[src/rtl/rx_pkg.sv]
// Shared constants and types for the lab serial link (receiver, transmitter, benches).
// Holds the default framing parameters and the receiver FSM state type.
package rx_pkg;

    localparam int          RX_WORDS        = 40;
    localparam int          RX_WORD_SIZE    = 23;
    localparam int          RX_SYNC_LEN     = 8;
    localparam logic [7:0]  RX_SYNC_PATTERN = 8'b0111_1110;

    typedef enum logic [1:0] {
        HUNT = 2'd0,
        RECV = 2'd1,
        DONE = 2'd2
    } rx_state_t;

    function automatic logic [7:0] sat_inc8(input logic [7:0] v, input logic inc);
        return (inc && (v != 8'hFF)) ? v + 8'd1 : v;
    endfunction

endpackage

[src/rtl/serial_receiver_if.sv]
// Serial line in, deserialized word/status bundle out.
// master = receiver side (drives words), slave = consumer/line-driver side.
interface serial_receiver_if #(
    parameter int WORDS     = rx_pkg::RX_WORDS,
    parameter int WORD_SIZE = rx_pkg::RX_WORD_SIZE
) ();
    localparam int CNT_W = $clog2(WORDS + 1);

    logic                 serial_in;
    logic [WORD_SIZE-2:0] word_out;
    logic                 word_valid;
    logic                 parity_err;
    logic [CNT_W-1:0]     word_count;
    logic [7:0]           err_count;
    logic                 done;

    modport master (
        input  serial_in,
        output word_out, word_valid, parity_err, word_count, err_count, done
    );

    modport slave (
        output serial_in,
        input  word_out, word_valid, parity_err, word_count, err_count, done
    );
endinterface

[src/rtl/serial_receiver_sync_detect.sv]
// SYNC hunter: shifts the line into a history register while enabled.
// match is combinational on the history including the bit being sampled now; no backpressure.
module sync_detect #(
    parameter int                  SYNC_LEN     = rx_pkg::RX_SYNC_LEN,
    parameter logic [SYNC_LEN-1:0] SYNC_PATTERN = rx_pkg::RX_SYNC_PATTERN
) (
    input  logic clk,
    input  logic rst_l,
    input  logic enable,
    input  logic serial_in,
    output logic match
);
    // Only the older SYNC_LEN-1 bits need storing; the newest comes straight off the line.
    logic [SYNC_LEN-2:0] hist_q, hist_d;
    logic [SYNC_LEN-1:0] window;

    always_comb begin
        window = {hist_q, serial_in};
        hist_d = hist_q;
        match  = 1'b0;
        if (enable) begin
            hist_d = window[SYNC_LEN-2:0];
            match  = (window == SYNC_PATTERN);
        end
    end

    always_ff @(posedge clk) begin
        if (!rst_l) hist_q <= '0;
        else        hist_q <= hist_d;
    end
endmodule

[src/rtl/serial_receiver.sv]
// Deserializer: hunts SYNC, then captures WORDS MSB-first words with odd parity in the LSB.
// word_valid pulses the cycle after the LSB edge; no backpressure, the line is never stalled.
module serial_receiver
    import rx_pkg::*;
#(
    parameter int WORDS     = RX_WORDS,
    parameter int WORD_SIZE = RX_WORD_SIZE
) (
    input  logic               clk,
    input  logic               rst_l,
    serial_receiver_if.master  rx
);
    localparam int CNT_W = $clog2(WORDS + 1);
    localparam int BIT_W = $clog2(WORD_SIZE);

    rx_state_t            state_q, state_d;
    logic [BIT_W-1:0]     bit_cnt_q, bit_cnt_d;
    logic [WORD_SIZE-2:0] shreg_q, shreg_d;
    logic [WORD_SIZE-2:0] word_out_q, word_out_d;
    logic                 parity_err_q, parity_err_d;
    logic                 word_valid_q, word_valid_d;
    logic [CNT_W-1:0]     word_count_q, word_count_d;
    logic [7:0]           err_count_q, err_count_d;
    logic [WORD_SIZE-1:0] full_word;
    logic                 sync_match;
    logic                 word_par_err;

    sync_detect #(
        .SYNC_LEN     (RX_SYNC_LEN),
        .SYNC_PATTERN (RX_SYNC_PATTERN)
    ) u_sync (
        .clk       (clk),
        .rst_l     (rst_l),
        .enable    (state_q == HUNT),
        .serial_in (rx.serial_in),
        .match     (sync_match)
    );

    always_comb begin
        state_d      = state_q;
        bit_cnt_d    = bit_cnt_q;
        shreg_d      = shreg_q;
        word_out_d   = word_out_q;
        parity_err_d = parity_err_q;
        word_valid_d = 1'b0;
        word_count_d = word_count_q;
        err_count_d  = err_count_q;
        // The word being completed is the stored bits plus the one on the line this edge.
        full_word    = {shreg_q, rx.serial_in};
        word_par_err = ~^full_word;

        case (state_q)
            HUNT: begin
                if (sync_match) begin
                    state_d      = RECV;
                    bit_cnt_d    = BIT_W'(WORD_SIZE - 1);
                    word_count_d = '0;
                    err_count_d  = '0;
                end
            end
            RECV: begin
                shreg_d = full_word[WORD_SIZE-2:0];
                if (bit_cnt_q == '0) begin
                    word_out_d   = full_word[WORD_SIZE-1:1];
                    parity_err_d = word_par_err;
                    word_valid_d = 1'b1;
                    word_count_d = word_count_q + 1'b1;
                    err_count_d  = sat_inc8(err_count_q, word_par_err);
                    bit_cnt_d    = BIT_W'(WORD_SIZE - 1);
                    if (word_count_q == CNT_W'(WORDS - 1)) state_d = DONE;
                end else begin
                    bit_cnt_d = bit_cnt_q - 1'b1;
                end
            end
            DONE: begin
                state_d = DONE;
            end
            default: begin
                state_d = HUNT;
            end
        endcase
    end

    always_ff @(posedge clk) begin
        if (!rst_l) begin
            state_q      <= HUNT;
            bit_cnt_q    <= BIT_W'(WORD_SIZE - 1);
            shreg_q      <= '0;
            word_out_q   <= '0;
            parity_err_q <= 1'b0;
            word_valid_q <= 1'b0;
            word_count_q <= '0;
            err_count_q  <= '0;
        end else begin
            state_q      <= state_d;
            bit_cnt_q    <= bit_cnt_d;
            shreg_q      <= shreg_d;
            word_out_q   <= word_out_d;
            parity_err_q <= parity_err_d;
            word_valid_q <= word_valid_d;
            word_count_q <= word_count_d;
            err_count_q  <= err_count_d;
        end
    end

    assign rx.word_out   = word_out_q;
    assign rx.word_valid = word_valid_q;
    assign rx.parity_err = parity_err_q;
    assign rx.word_count = word_count_q;
    assign rx.err_count  = err_count_q;
    assign rx.done       = (state_q == DONE);
endmodule

[src/flat_wrapper.sv]
// flat-port wrapper written by rule: the top's interface ports become plain ports
module serial_receiver_flat import rx_pkg::*;
#(
    parameter int WORDS     = RX_WORDS,
    parameter int WORD_SIZE = RX_WORD_SIZE
)
  (clk, rst_l, rx_serial_in, rx_word_out, rx_word_valid, rx_parity_err, rx_word_count, rx_err_count, rx_done);
  serial_receiver_if #(.WORDS(WORDS), .WORD_SIZE(WORD_SIZE)) rx_i ();
  input  logic clk;
  input  logic rst_l;
  input wire logic [$bits(rx_i.serial_in)-1:0] rx_serial_in;
  output wire logic [$bits(rx_i.word_out)-1:0] rx_word_out;
  output wire logic [$bits(rx_i.word_valid)-1:0] rx_word_valid;
  output wire logic [$bits(rx_i.parity_err)-1:0] rx_parity_err;
  output wire logic [$bits(rx_i.word_count)-1:0] rx_word_count;
  output wire logic [$bits(rx_i.err_count)-1:0] rx_err_count;
  output wire logic [$bits(rx_i.done)-1:0] rx_done;
  assign rx_i.serial_in = rx_serial_in;
  assign rx_word_out = rx_i.word_out;
  assign rx_word_valid = rx_i.word_valid;
  assign rx_parity_err = rx_i.parity_err;
  assign rx_word_count = rx_i.word_count;
  assign rx_err_count = rx_i.err_count;
  assign rx_done = rx_i.done;
  serial_receiver #(.WORDS(WORDS), .WORD_SIZE(WORD_SIZE)) u_core (.clk(clk), .rst_l(rst_l), .rx(rx_i));
endmodule
[config.mk]
export PLATFORM = sky130hd
export DESIGN_NAME = serial_receiver_flat
export DESIGN_NICKNAME = d
export VERILOG_FILES = /design/src/rtl/rx_pkg.sv /design/src/rtl/serial_receiver_if.sv /design/src/rtl/serial_receiver_sync_detect.sv /design/src/rtl/serial_receiver.sv /design/src/flat_wrapper.sv
export SDC_FILE = /design/constraint.sdc
export NUM_CORES = 1
export LEC_CHECK = 0
export BUFFER_PORTS_ARGS = -buffer_cell sky130_fd_sc_hd__buf_2
export CORE_ASPECT_RATIO = 0.75
export CORE_MARGIN = 3
export CORE_UTILIZATION = 47
export DETAILED_ROUTE_END_ITERATION = 6
export PLACE_DENSITY = 0.65
export SLEW_MARGIN = 5
export SYNTH_ARGS = -nofsm -noshare
export SYNTH_HDL_FRONTEND = slang
export SYNTH_SLANG_ARGS = --single-unit
[constraint.sdc]
create_clock -name clk -period 2.6 [get_ports clk]
set_clock_uncertainty 0.05 [all_clocks]
set_input_delay 0.26 -clock clk [delete_from_list [all_inputs] [get_ports clk]]
set_output_delay 0.26 -clock clk [all_outputs]
set_load 0.02 [all_outputs]
==> Word-level counts from Yosys, hierarchy flattened <==
Index checks and enable logic that the tools add are counted.
W data, S select, Z words.
{ "classes": {"muxes": 16, "add_sub_neg": 3, "n_reduce_logical": 11, "eq_ne": 9} }
{ "op_table": {"columns": ["op", "n"], "rows": [
  ["$mux W8", 3],
  ["$reduce_xnor A23 Y1", 1],
  ["$pmux W8 S2", 1],
  ["$mux W6", 2],
  ["$pmux W6 S2", 1],
  ["$mux W5", 2],
  ["$pmux W5 S2", 1],
  ["$add A8 B1 Y8 const B", 1],
  ["$eq A8 B7 Y1 const B", 1],
  ["$ne A2 B1 Y1 const B", 4],
  ["$ne A8 B8 Y1 const B", 1],
  ["$add A6 B1 Y6 const B", 1],
  ["$eq A6 B6 Y1 const B", 1],
  ["$mux W2", 3],
  ["$pmux W2 S3", 1],
  ["$reduce_and A2 Y1", 3],
  ["$reduce_and A3 Y1", 2],
  ["$logic_not A5 Y1", 1],
  ["$sub A5 B1 Y5 const B", 1],
  ["$reduce_and A4 Y1", 1],
  ["$eq A2 B1 Y1 const B", 1],
  ["$eq A2 B2 Y1 const B", 1],
  ["$logic_not A2 Y1", 1],
  ["$mux W1", 2],
  ["other kinds (2)", 2]
]} }
{ "word_totals": {"ff_bits": 74, "elab_cells": 48, "in_bits": 3, "output_inout_bits": 39} }

==> Longest topological paths before layout <==
Gate-level depths: netlist of run 1.
{ "depth": {"ltp_word": 5, "depth_mapped": 9, "depth_no_buf": 8} }

==> Modules after synthesis <==
From an unflattened synthesis of run 1, not the netlist that was laid out.
{ "unflattened": {"cells_unflattened": 352, "area_unflattened_um2": 3380.7} }
{ "by_module_without_submodules": {"columns": ["module", "cells_per_inst", "seq_area_each_um2", "area_per_inst_um2", "instances"], "rows": [
  ["serial_receiver", 326, 1341.3, 3085.5, 1],
  ["sync_detect", 26, 140.1, 295.3, 1]
]} }

==> Worst setup path before layout of run 1 <==
OpenSTA, ideal clock, no wires.
{ "synth_path": {"kind": "flip-flop to flip-flop", "from": "reg u_core.state_q[0]", "to": "reg u_core.err_count_q[3], in the netlist u_core.rx.err_count[3]", "arrival_time_ns": 1.973, "t_required_ns": 2.433, "setup_time_ns": 0.117, "stages_incl_launch_ff": 8, "period_less_slack_ns": 2.140, "setup_slack_ns": 0.460, "cell_sequence": "dfxtp_1 > inv_1 > ha_1 > clkbuf_1 > o21ai_1 > o221ai_1 > or2_4 > a32o_1"} }
{ "synth_between": {"elab_chain_len": 4} }
{ "synth_rtl": {"columns": ["element", "line_no", "rtl"], "rows": [
  ["start, declared", "serial_receiver.sv:16", "rx_state_t state_q, state_d;"],
  ["start signal, assigned", "serial_receiver.sv:95", "state_q <= state_d;"],
  ["$logic_not A2 Y1", "serial_receiver.sv:34, serial_receiver.sv:52", null],
  ["$mux W1", "serial_receiver_sync_detect.sv:21", "if (enable) begin"],
  ["$ne A2 B1 Y1 (no source line)", null, null],
  ["$reduce_and A4 Y1 (no source line)", null, null],
  ["end signal, assigned", "serial_receiver.sv:102", "err_count_q <= err_count_d;"],
  ["end, declared", "serial_receiver.sv:23", "logic [7:0] err_count_q, err_count_d;"]
]} }
Parallel ways exist; a longest one is shown, timed or not.
A chain may end at the register's enable or synchronous reset.

==> Worst setup path after layout of run 1 <==
{ "layout_path": {"from": "reg u_core.bit_cnt_q[0]", "to": "reg u_core.err_count_q[5], in the netlist u_core.rx.err_count[5]"} }
{ "layout_between": {"elab_chain_len": 3} }
{ "layout_rtl": {"columns": ["element", "line_no", "rtl"], "rows": [
  ["start, declared", "serial_receiver.sv:17", "logic [BIT_W-1:0] bit_cnt_q, bit_cnt_d;"],
  ["start signal, assigned", "serial_receiver.sv:87", "bit_cnt_q <= BIT_W'(WORD_SIZE - 1);"],
  ["start signal, assigned", "serial_receiver.sv:96", "bit_cnt_q <= bit_cnt_d;"],
  ["$logic_not A5 Y1", "serial_receiver.sv:63", "if (bit_cnt_q == '0) begin"],
  ["$ne A2 B1 Y1 (no source line)", null, null],
  ["$reduce_and A4 Y1 (no source line)", null, null]
]} }
Every way passes these cells.

==> impl_results.md, run 1 <==
- DP Area: 0.00369 sq mm
- Non-Filler Instances: 495
- Die width: 104 microns
- Post-synth top flop: dfxtp_1
- Startpoint Class: register
- Setup TNS: 0 ns
- Most frequent cells in the layout: dfxtp_1, nand2_1, buf_2
- Number of synthesized flops with an enable pin: 0
- Syn Nets: 357
- FF-to-FF End: u_core.rx.err_count[5]
- Critical path, cell by cell: inv_1 > ha_1 > or3b_1 > nor3b_2 > o221ai_1 > nor4b_2 > o22ai_1 > o21ai_1
- Worst slew margin: 43.5%
- Cell count after synthesis: 348
- H-tree levels: 3
- Final Max Tran Viols: 0
- CP max-delay cell: nor4b_2
- Hold_buf cts: 0
- Worst Reg-to-Reg Cells: 8
- Yosys cell types: 45
- Outcome: completed
- Max clock buf depth: 2
- RD Place Congestion: 0.786
- Clk sink count: 74
- Vias/cell: 5.01
- WL per Instance: 13.4 microns
- Hpwl dp: 4580 microns
- Num ports: 42
- Setup violators final: 0
- Setup crit end: u_core.rx.err_count[5]
- Reg2Reg Setup Slack: 0.22 ns
- Crit-path leading delay family: simple AND/OR/NAND/NOR gates
- Most common cell after layout, fill and taps aside: dfxtp_1
- CORE AREA: 0.00686 sq mm
- Number of max-cap violations: 0
- Final instance area: 0.00392 sq mm
- Rows: 26
- Final hold violation count: 0
- Largest net degree at the start of global routing: 30
- Critical path type: reg2reg
- Hold Crit Class: in2reg
- Mean Syn Cell Area: a little under 10 sq um
- Clock latency on the worst-skew pair: ~0.34 ns
- Vias: between 2,000 and 2,500
- Syn Std Cell Area: 0.00337 sq mm
- Congestion Overflow GR: 0
- RSZ-0062 raised after global routing: false
- Clock Pin Slew Worst Setup and Hold Paths: 0.07 ns
- Stages on the worst setup path: 8
- Clock root cell: clkbuf_8
- Crit-path max FO: 7
- CP arrival: approximately 2.6 ns
- Post-layout nets: 401
- WP buf/inv: 1
- Maximum vdd ir drop: 0.362 mV
- Die span in y: between 70 and 80 microns
- Gr usage total: around 18%
- Number of synthesized register bits: 74
- Worst Tran Pin Value: between 0.8 and 0.9 ns
- CP max stage delay: 0.48 ns
- Post-synthesis async set-or-reset flop share: 0%
- Layout cells sized above 1: 18.9%
- Critical path required time: 2.82 ns
- Worst flop-to-flop path startpoint: u_core.bit_cnt_q[0]
- DR iter-0 viols: 96
- Placed cell count: 479
- DR DRC count: 0
- Pre-antenna DRT Iters: 4
- Antenna violations before repair: 0
- Vias in the first global route: roughly 2,400
- Initial Util: 49.1%
- Crit. Startpoint: u_core.bit_cnt_q[0]
- Detailed Route WL: 6610 microns
- Port bufs: 41
- Synthesis-to-finish area growth: 16.4%
- Seq/Total Area, Yosys: 44.0%
- Die area: between 0.008 and 0.009 sq mm
- Lkg Pwr: 1.53 nW
- ANT nets after route: 0
- Num CTS Buffers: 9
- CP endpoint kind: register
- Antenna Diode Count: 0
- Final period utilization: 91.6%
- Final Critical Period: 2.38 ns
- Ys Warns: 0
- CTS tree: built
- First-pass GRT wire length: 11,700 microns
- Power Dens Cells: 551 mW/mm^2
- Max Freq: 0.420 GHz
Yosys cell counts (6+ instances only):
cell type  count  share of area [%]
inv_1          9                1.0
clkbuf_1      13                1.4
nand2_1       56                6.2
ha_1           6                2.2
mux2i_1       32                9.5
dfxtp_1       74                 44
o21ai_1        6               0.89
nor2b_1       35                6.5
nor2_1        10                1.1
xnor2_1       16                4.2
nand3_1       10                1.5
a21boi_1      23                5.1
worst register-to-register path: stages (launching register included):
cell,delay (ns)
dfxtp_1,0.31
inv_1,0.08
ha_1,0.16
or3b_1,0.41
nor3b_2,0.23
o221ai_1,0.35
nor4b_2,0.48
o22ai_1,0.16
o21ai_1,0.08
worst min-delay path by stage:
stage                      startpoint                       to  slack [ns]  cells after the start
6_report                 rx_serial_in        u_core.shreg_q[0]        0.24                      3
4_1_cts                  rx_serial_in        u_core.shreg_q[0]        0.23                      3
5_1_grt                  rx_serial_in        u_core.shreg_q[0]        0.23                      3
3_3_place_gp   u_core.rx.word_out[21]   u_core.rx.word_out[21]        0.39                      2
3_5_place_dp   u_core.rx.word_out[21]   u_core.rx.word_out[21]        0.39                      2
2_1_floorplan            rx_serial_in  u_core.u_sync.hist_q[0]        0.38                      2
final cells by class:
class                           instances  area (sq um)
Fill cell                             625          2950
Multi-Input combinational cell        249          1790
Tap cell                               98           123
Sequential cell                        74          1480
Clock buffer                           11           141
Clock inverter                          5          77.6
Inverter                                9          33.8
Timing Repair Buffer                   49           269
cell families after synthesis:
kind of cell    after synthesis  synth area share, %
simple gates                133                 20.6
flops                        74                 44.0
compound gates               51                 10.9
mux                          33                 9.85
xor+xnor                     26                 9.59
buf+inv                      25                 2.79
fa+ha+maj                     6                 2.23
flip-flops by register name, indices dropped and copies added, names as in the netlist:
| register | count |
|---|---|
| u_core.rx.word_out | 22 |
| u_core.shreg_q | 22 |
| u_core.rx.err_count | 8 |
| u_core.u_sync.hist_q | 7 |
| u_core.rx.word_count | 6 |
| u_core.bit_cnt_q | 5 |
| u_core.state_q | 2 |
| u_core.rx.parity_err | 1 |
| u_core.rx.word_valid | 1 |
metal layers:
layer | vias to the layer above | wire length, microns | GRT usage (%)
met2 | 55 | 2790 | 27.8
met5 | - | 0 | 0
met3 | 10 | 387 | 5.36
met1 | 1142 | 3360 | 23.5
met4 | 0 | 79 | 5.18
li1 | 1274 | - | -
repair_timing:
action	CTS	global route
gates resized for setup	0	1
endpoints found under the setup margin	0	2
hold endpoints to repair	0	0
setup buffers	0	0
per-stage QoR:
| stage | hold WS (ns) | worst slack [ns] | power, mW | util (%) |
|---|---|---|---|---|
| 6_report | 0.238 | 0.219 | 2.16 | 57.1 |
| 5_1_grt | 0.229 | 0.0536 | 2.25 | 57.1 |
| 4_1_cts | 0.229 | 0.179 | 2.19 | 57.0 |
| 3_5_place_dp | 0.393 | 0.189 | 1.22 | 53.8 |
| 3_3_place_gp | 0.388 | 0.297 | 1.22 | 53.8 |
| 2_1_floorplan | 0.380 | 0.460 | 1.21 | - |
power breakdown:
group | switching [mW] | leakage (nW) | internal [mW]
sequential | 0.00301 | 0.597 | 1.14
combinational | 0.0289 | 0.822 | 0.0256
clock | 0.402 | 0.109 | 0.563
No activity file was read; power rests on OpenSTA's default activity.
==> run 2: changes to the inputs <==
Settings changed: CORE_MARGIN 3 to not set.
==> run 2 against run 1 <==
Effect of this change:
- via count increased by 0.56%
- power is 1.6% lower
- routed wire length fell by 3.2%
- clock power is 3.3% lower
- sequential share of layout area is 0.19 points higher
- combinational power is 3.9% lower
- critical endpoint unchanged
==> impl_results.md, run 2 (synthesis results as in run 1) <==
- CORE AREA: 0.00686 sq mm (unchanged)
- Initial Util: 49.1% (unchanged)
- Sw Share: 20.4% (was 20.1%)
- Critical path type: reg2reg (unchanged)
- Worst Tran Pin Value: 0.807 ns (was 0.848 ns)
- Filler cells: 622 (was 625)
- Max clock buf depth: 2 (unchanged)
- Placed cell count: 478 (was 479)
- Clock root cell: clkbuf_8 (unchanged)
- Vias: 2,495 (was 2,481)
- Maximum vdd ir drop: 0.353 mV (was 0.362 mV)
- Detailed Route WL: 6400 microns (was 6610 microns)
- RSZ-0062 raised after global routing: true (was false)
- DR DRC count: 0 (unchanged)
- Die width: 99.7 microns (was 104 microns)
- Die area: 0.00751 sq mm (was 0.00823 sq mm)
- Number of max-cap violations: 0 (unchanged)
- Layout cells sized above 1: 18.7% (was 18.9%)
- Final Critical Period: 2.37 ns (was 2.38 ns)
- CP max-delay cell: nor4b_2 (unchanged)
- Antenna Diode Count: 0 (unchanged)
- Final period utilization: 91.0% (was 91.6%)
- Startpoint Class: register (unchanged)
- CTS tree: built (unchanged)
- Max Freq: 0.423 GHz (was 0.420 GHz)
- Switching power: 0.434 mW (about the same)
- Clk pwr share: 43.9% (was 44.7%)
- Antenna violations before repair: 0 (unchanged)
- Worst slew margin: 46.2% (was 43.5%)
- Lkg Pwr: 1.52 nW (was 1.53 nW)
- Congestion Overflow GR: 0 (unchanged)
- Port bufs: 41 (unchanged)
- Final instance area: 0.00390 sq mm (was 0.00392 sq mm)
- Dpl ws: 0.217 ns (was 0.189 ns)
- CP arrival: 2.59 ns (was 2.60 ns)
- Most frequent cells in the layout: dfxtp_1, nand2_1, buf_2 (unchanged)
- Clock Pin Slew Worst Setup and Hold Paths: 0.08 ns (was 0.07 ns)
- Hold_buf cts: 0 (unchanged)
- Pre-antenna DRT Iters: 4 (unchanged)
- Outcome: completed (unchanged)
- Seq pwr share: 53.6% (was 52.8%)
- Non-Filler Instances: 493 (was 495)
- Final Max Tran Viols: 0 (unchanged)
- Hpwl dp: 4440 microns (was 4580 microns)
- WL per Instance: 13.0 microns (was 13.4 microns)
- Synthesis-to-finish area growth: 15.8% (was 16.4%)
- CP endpoint kind: register (unchanged)
- Rows: 26 (unchanged)
- Vias in the first global route: 2,249 (was 2,447)
- Die span in y: 75.3 microns (was 79.3 microns)
- Clock latency on the worst-skew pair: 0.34 ns (about the same)
- Most common cell after layout, fill and taps aside: dfxtp_1 (unchanged)
- Critical path, cell by cell: inv_1 > ha_1 > or3b_1 > nor3b_2 > o221ai_1 > nor4b_2 > o22ai_1 > o21ai_1 (unchanged)
- Final hold violation count: 0 (unchanged)
- RD Place Congestion: 0.800 (was 0.786)
- CP max stage delay: 0.48 ns (about the same)
- Pint: 1.69 mW (was 1.73 mW)
- Vias/cell: 5.06 (was 5.01)
- Critical path required time: 2.82 ns (about the same)
- Hold Crit Class: in2reg (unchanged)
- Final setup margin: 0.235 ns (was 0.219 ns)
- Num CTS Buffers: 9 (unchanged)
- DP Area: 0.00369 sq mm (about the same)
- Final core utilization: 56.8% (was 57.1%)
- ANT nets after route: 0 (unchanged)
- Post-layout nets: 400 (was 401)
- Crit-path max FO: 7 (unchanged)
- First-pass GRT wire length: 10,700 microns (was 11,700 microns)
- Gate power share: 2.5% (about the same)
- Gr usage total: 18.6% (was 17.6%)
- Largest net degree at the start of global routing: 42 (was 30)
- Setup violators final: 0 (unchanged)
- Post-CTS setup buffers: 0 (unchanged)
- Num ports: 42 (unchanged)
- Clk sink count: 74 (unchanged)
- DR iter-0 viols: 101 (was 96)
- H-tree levels: 3 (unchanged)
- Power Dens Cells: 545 mW/mm^2 (was 551 mW/mm^2)
[run 2: cell count changes in the layout (fill, tap and decap cells not counted)]
| cell | delta |
|---|---|
| clkbuf_1 | -1 |
| buf_4 | -1 |
| clkinv_2 | +1 |
| clkbuf_8 | -1 |
[run 2: final timing paths]
| check | slack (ns) | to | cells past startpoint | from |
|---|---|---|---|---|
| min reg2reg | 0.40 | u_core.rx.word_out[8] | 2 | u_core.rx.word_out[8] |
| max reg2reg | 0.23 | u_core.rx.err_count[5] | 8 | u_core.bit_cnt_q[0] |
| min | 0.23 | u_core.u_sync.hist_q[0] | 3 | rx_serial_in |
| max | 0.23 | u_core.rx.err_count[5] | 8 | u_core.bit_cnt_q[0] |
[run 2: power groups by stage]
stage	Sequential [mW]	Clock, mW	Combinational, mW
after floorplan	1.17	0	0.0392
after global placement	1.17	0	0.0527
after detailed placement	1.17	0	0.0530
after CTS	1.14	0.956	0.0532
after global routing	1.14	0.996	0.0567
final	1.14	0.933	0.0524
[run 2: worst max-delay path, delay by kind of cell (launching register included)]
family	cells	cell delay [ns]
flip-flops	1	0.31
adder cells (fa/ha/maj)	1	0.16
AO/OA/AOI/OAI	3	0.57
buffers and inverters	1	0.09
AND/OR/NAND/NOR	3	1.13
[run 2: area by class of cell]
cell class / count / area (sq um) / area share, %
Tap cell: 98 / 123 / 3.15
Sequential cell: 74 / 1480 / 38.0
Clock inverter: 6 / 82.6 / 2.12
Multi-Input combinational cell: 249 / 1790 / 46.0
Inverter: 9 / 33.8 / 0.867
Clock buffer: 9 / 124 / 3.18
Timing Repair Buffer: 48 / 262 / 6.71
[run 2: per-layer routing]
layer / wire length (microns) / GRT usage [%] / vias to the layer above
met2: 2670 / 28.4 / 55
met5: 0 / 0 / -
li1: - / - / 1266
met3: 285 / 5.05 / 8
met1: 3370 / 25.5 / 1166
met4: 75 / 6.86 / 0
[run 2: metrics by stage]
step                hold slack [ns]  setup TNS [ns]  power (mW)
floorplan                     0.380               0        1.21
finish                        0.228               0        2.13
detailed placement            0.392               0        1.22
CTS                           0.221               0        2.15
global placement              0.390               0        1.22
global route                  0.234        -0.00434        2.19
[run 2: timing repair]
item / 4_1_cts / 5_1_grt
gates resized for setup: 0 / 1
endpoints found under the setup margin: 0 / 5
endpoints found under the hold margin: 0 / 0
